<file path="config.mk">
export PLATFORM = sky130hd
export DESIGN_NAME = qpu_exu_cwbck_arbiter
export DESIGN_NICKNAME = d
export VERILOG_FILES = /design/src/rtl/qpu_exu_cwbck_arbiter.sv
export SDC_FILE = /design/constraint.sdc
export NUM_CORES = 1
export LEC_CHECK = 0
export CAP_MARGIN = 0
export CORE_UTILIZATION = 45
export DETAILED_ROUTE_END_ITERATION = 10
export PLACE_DENSITY = 0.8
export SYNTH_ARGS = -nofsm -noshare
export SYNTH_HDL_FRONTEND = slang
export SYNTH_SLANG_ARGS = --single-unit
</file>
<file path="constraint.sdc">
create_clock -name clk -period 3.6 [get_ports clk]
set_input_delay 0.54 -clock clk [delete_from_list [all_inputs] [get_ports clk]]
set_output_delay 0.54 -clock clk [all_outputs]
set_load 0.02 [all_outputs]
</file>
<file path="src/rtl/qpu_exu_cwbck_arbiter.sv">
// qpu_exu_cwbck_arbiter: shares the regfile writeback port between the ALU and a FIFO of long-pipe results; QPU_CWBCK_STARVE_GUARD_EN enables the starvation guard
module qpu_exu_cwbck_arbiter #(
  parameter int XLEN = 32,
  parameter int RFIDX_W = 6,
  parameter int LP_DEPTH = 2,
  parameter int STARVE_MAX = 4
) (
  input  logic               clk,
  input  logic               rst_n,
  input  logic               alu_wbck_valid,
  output logic               alu_wbck_ready,
  input  logic [RFIDX_W-1:0] alu_wbck_idx,
  input  logic [XLEN-1:0]    alu_wbck_data,
  input  logic               lp_wbck_valid,
  output logic               lp_wbck_ready,
  input  logic [RFIDX_W-1:0] lp_wbck_idx,
  input  logic [XLEN-1:0]    lp_wbck_data,
  output logic               cwbck_dest_wen,
  output logic [RFIDX_W-1:0] cwbck_dest_idx,
  output logic [XLEN-1:0]    cwbck_dest_data,
  output logic               lp_fifo_empty,
  output logic               wbck_idx_err
);
  localparam int PW = LP_DEPTH > 1 ? $clog2(LP_DEPTH) : 1;
  localparam int CW = $clog2(LP_DEPTH + 1);
  if (LP_DEPTH < 1 || STARVE_MAX < 1) begin : g_bad_cfg
    $error("LP_DEPTH and STARVE_MAX must be at least 1");
  end
  logic [RFIDX_W-1:0] fifo_idx [LP_DEPTH];
  logic [XLEN-1:0]    fifo_data [LP_DEPTH];
  logic [PW-1:0]      rd_ptr, wr_ptr;
  logic [CW-1:0]      count;
  logic               fifo_empty, force_lp, grant_alu, grant_lp, grant, push;
  logic [RFIDX_W-1:0] win_idx;
  logic [XLEN-1:0]    win_data;
  assign fifo_empty    = count == '0;
  assign lp_fifo_empty = fifo_empty;
  assign lp_wbck_ready = count < CW'(LP_DEPTH);
  assign push          = lp_wbck_valid & lp_wbck_ready;
  // ALU wins unless the guard forces the FIFO head through; a fresh push is never poppable in its own cycle
  always_comb begin
    grant_alu      = alu_wbck_valid & ~force_lp;
    grant_lp       = ~fifo_empty & ~grant_alu;
    grant          = grant_alu | grant_lp;
    alu_wbck_ready = grant_alu;
    win_idx        = grant_alu ? alu_wbck_idx : fifo_idx[rd_ptr];
    win_data       = grant_alu ? alu_wbck_data : fifo_data[rd_ptr];
  end
`ifdef QPU_CWBCK_STARVE_GUARD_EN
  localparam int SW = $clog2(STARVE_MAX + 1);
  logic [SW-1:0] starve_cnt;
  // count consecutive ALU wins while the FIFO waits, saturating at the force threshold
  always_ff @(posedge clk) begin
    if (!rst_n || fifo_empty || grant_lp) starve_cnt <= '0;
    else if (grant_alu && starve_cnt != SW'(STARVE_MAX)) starve_cnt <= starve_cnt + 1'b1;
  end
  assign force_lp = (starve_cnt == SW'(STARVE_MAX)) & ~fifo_empty;
`else
  assign force_lp = 1'b0;
`endif
  // circular long-pipe FIFO; reset discards all pending entries
  always_ff @(posedge clk) begin
    if (!rst_n) begin
      rd_ptr <= '0;
      wr_ptr <= '0;
      count  <= '0;
    end else begin
      if (push) begin
        fifo_idx[wr_ptr]  <= lp_wbck_idx;
        fifo_data[wr_ptr] <= lp_wbck_data;
        wr_ptr            <= wr_ptr == PW'(LP_DEPTH - 1) ? '0 : wr_ptr + 1'b1;
      end
      if (grant_lp) rd_ptr <= rd_ptr == PW'(LP_DEPTH - 1) ? '0 : rd_ptr + 1'b1;
      count <= count + CW'(push) - CW'(grant_lp);
    end
  end
  // registered writeback port; x0 and quantum-index writes are consumed without a write enable
  always_ff @(posedge clk) begin
    if (!rst_n) begin
      cwbck_dest_wen  <= 1'b0;
      cwbck_dest_idx  <= '0;
      cwbck_dest_data <= '0;
      wbck_idx_err    <= 1'b0;
    end else begin
      cwbck_dest_wen <= grant & ~win_idx[RFIDX_W-1] & (win_idx[RFIDX_W-2:0] != '0);
      if (grant) begin
        cwbck_dest_idx  <= win_idx;
        cwbck_dest_data <= win_data;
      end
      if (grant & win_idx[RFIDX_W-1]) wbck_idx_err <= 1'b1;
    end
  end
endmodule

</file>
==> impl_metrics.ini <==
[run_status]
status = finished clean

[critical_path]
reg2reg_depth = 4
start_kind = flip-flop
critPathMaxFanout = 4
worst_setup_path_end_kind = output port
cp.arrival_ns = 1.82
cp_slowest_cell = clkdlybuf4s50_1
cp.required_ns = 3.06
setup.worst_path.class = flip-flop to output port
crit_path_cell_trace = or2_4 > inv_1 > clkdlybuf4s50_1
critPathMaxStageDelay_ns = 0.62

[pwr]
leakage_nw = 2.45
peakVddDrop_uv = 390
p_clk_frac = 0.355
power_density_nw_per_um2 = 681
finalPower_mw = 4.64
p_sw_mw = 1.34
swShare = 0.288
internal_power_mw = 3.31
seqPwrFrac = 0.389
combPwrFrac = 0.256

[timing]
drv_slew = 0
clock_skew_ns = 0.00978
fin_crit_ns = 2.36
rsz0062_at_grt = false
tns_ns = 0
finalCritPeriodShare = 0.657
max_freq_ghz = 0.423
tightest_slew_ns = 0.803
finalHoldViolations = 0
setup_viol_count_final = 0
hold_ws_ns = 0.477
slew_headroom = 0.464

[min_path]
holdPathStages = 2
holdCritPathClass = flip-flop to flip-flop

[flow_run]
maxCapViolations = 0

[synthesis]
synthMuxAreaShare = 0.0890
syn_avg_cell_area_um2 = 13.6
synth_fa_ha_area_frac = 0.00504
yosys_warnings = 0
ys_seq_area_frac = 0.641
synth_xor_area_frac = 0.00706
syn_inst = 365
synth_top_family_by_area = compound AO/OA/AOI/OAI gates
ys_seq_elements = 121
synth_area_leaders = edfxtp_1 (46%), dfxtp_1 (18%), mux2i_1 (8.7%)
ys_types = 27
yosys.area_share.simple = 0.0806
synth_top_cell_by_area = edfxtp_1
synth_compound_area_frac = 0.138
synth_top_area_share = 0.460
synth_nets = 447
syn_area_um2 = 4960

[drt]
via_per_inst = 5.09
drt-initial-drc-count = 137
wirelength_um = 9940
drc = 0
drt_first_pass_iters = 4
num_vias = 3230
drtAntennaViolNets = 0
routedWlPerCell_um = 15.7

[global_route]
grt_max_degree = 77
grt_remaining_overflow = 0
grt_antenna_before_repair = 0
grt_pass1_wl_um = 15700
grtUsageTotal = 0.184
grt_pass1_vias = 3194

[layout]
area_growth_pct = 37.4
mostFrequentLayoutCell = clkdlybuf4s50_1
multi_input_area_um2 = 1600
regArea_um2 = 3180
drive_gt1_frac = 0.152
finalNetCount = 568
antenna_cells = 0
instances_no_fill = 635
fill_cells = 779
layout_common_cells = clkdlybuf4s50_1 (121), edfxtp_1 (76), dfxtp_1 (44), mux2i_1 (43), nand2_1 (39)

[clocking]
clock-root-buffer = clkbuf_8
postCtsHoldBufs = 0
clkLatencyLatePin_ns = 0.50
numCtsBuffers = 17
clockBufferDepth = 2
clkTransAtPathRegs_ns = 0.06
htreeDepth = 4
cts_tree = yes
ctsResizeCount = 0
cts_setup_buffers = 0
cts_sinks = 121

[floorplan]
coreArea_um2 = 10500
io_pins = 123
die_x_um = 107
rows = 37
die_h_um = 107
start_util = 0.472
dieArea_um2 = 11500

[placed_design]
placedCellCount = 603
place_hpwl_um = 6480
io_buffers = 122
gp_congestion = 0.730
power by group through the flow:
stage | clock [mW] | sequential [mW] | combinational [mW]
after CTS | 1.68 | 1.81 | 1.20
after floorplan | 0 | 1.88 | 0.788
after detailed placement | 0 | 1.83 | 1.19
final | 1.65 | 1.80 | 1.19
after global placement | 0 | 1.83 | 1.16
after global routing | 1.74 | 1.83 | 1.30
worst max-delay path: cells and delay by family, from the launching register on:
kind                   cells  cell delay, ns
flip-flops                 1            0.35
buffers and inverters      2            0.72
AND/OR/NAND/NOR            1            0.26
flip-flops by register name, summed over array words and instances (netlist names), named ones only:
name,flops
count,2
cwbck_dest_data,32
cwbck_dest_idx,6
cwbck_dest_wen,1
fifo_data,64
fifo_idx,12
rd_ptr,1
wbck_idx_err,1
wr_ptr,1
cell usage after synthesis, drive strengths merged:
master / instances
a21oi: 1
or2: 2
mux2i: 43
nor2b: 6
xor2: 2
nor3: 1
dfxtp: 45
o21ai: 5
ha: 2
a211o: 32
clkbuf: 11
mux2: 1
and3: 1
edfxtp: 76
nand3b: 1
buf: 15
inv: 5
nor2: 36
nand2: 39
a21boi: 34
xnor2: 2
and2: 5
final timing paths:
check,from,slack [ns],end
max reg2reg,flip-flop,1.72,cwbck_dest_data[30]$_SDFFE_PN0P_
min reg2reg,wbck_idx_err$_SDFFE_PN0P_,0.48,wbck_idx_err$_SDFFE_PN0P_
min,wbck_idx_err$_SDFFE_PN0P_,0.48,wbck_idx_err$_SDFFE_PN0P_
max,count[1]$_SDFF_PN0_,1.24,lp_fifo_empty
layer usage:
layer	up-vias	part of all wire	track usage
met5	-	0	0
met4	0	0.012	0.0753
met3	12	0.074	0.0590
met2	127	0.50	0.301
met1	1528	0.42	0.225
li1	1563	-	-
logic make-up after synthesis:
logic type	count (synthesis)
AO/OA/AOI/OAI	72
AND/OR/NAND/NOR	91
adder cells (fa/ha/maj)	2
buffers and inverters	31
XOR/XNOR	4
multiplexers	44
flip-flops	121
through the flow:
step	worst slack [ns]	area, um2	util
detailed placement	1.22	6230	0.593
floorplan	0.530	4960	-
global route	1.17	6820	0.649
CTS	1.20	6820	0.649
finish	1.24	6820	0.649
global placement	1.26	6230	0.593
cell type report:
cell class,count,area share
sequential,121,0.467
multi-input combinational,213,0.234
timing repair buffer,128,0.185
clock buffer,17,0.0607
clock inverter,15,0.0257
tap,136,0.0249
inverter,5,0.00275
No activity file was read; power rests on OpenSTA's default activity.
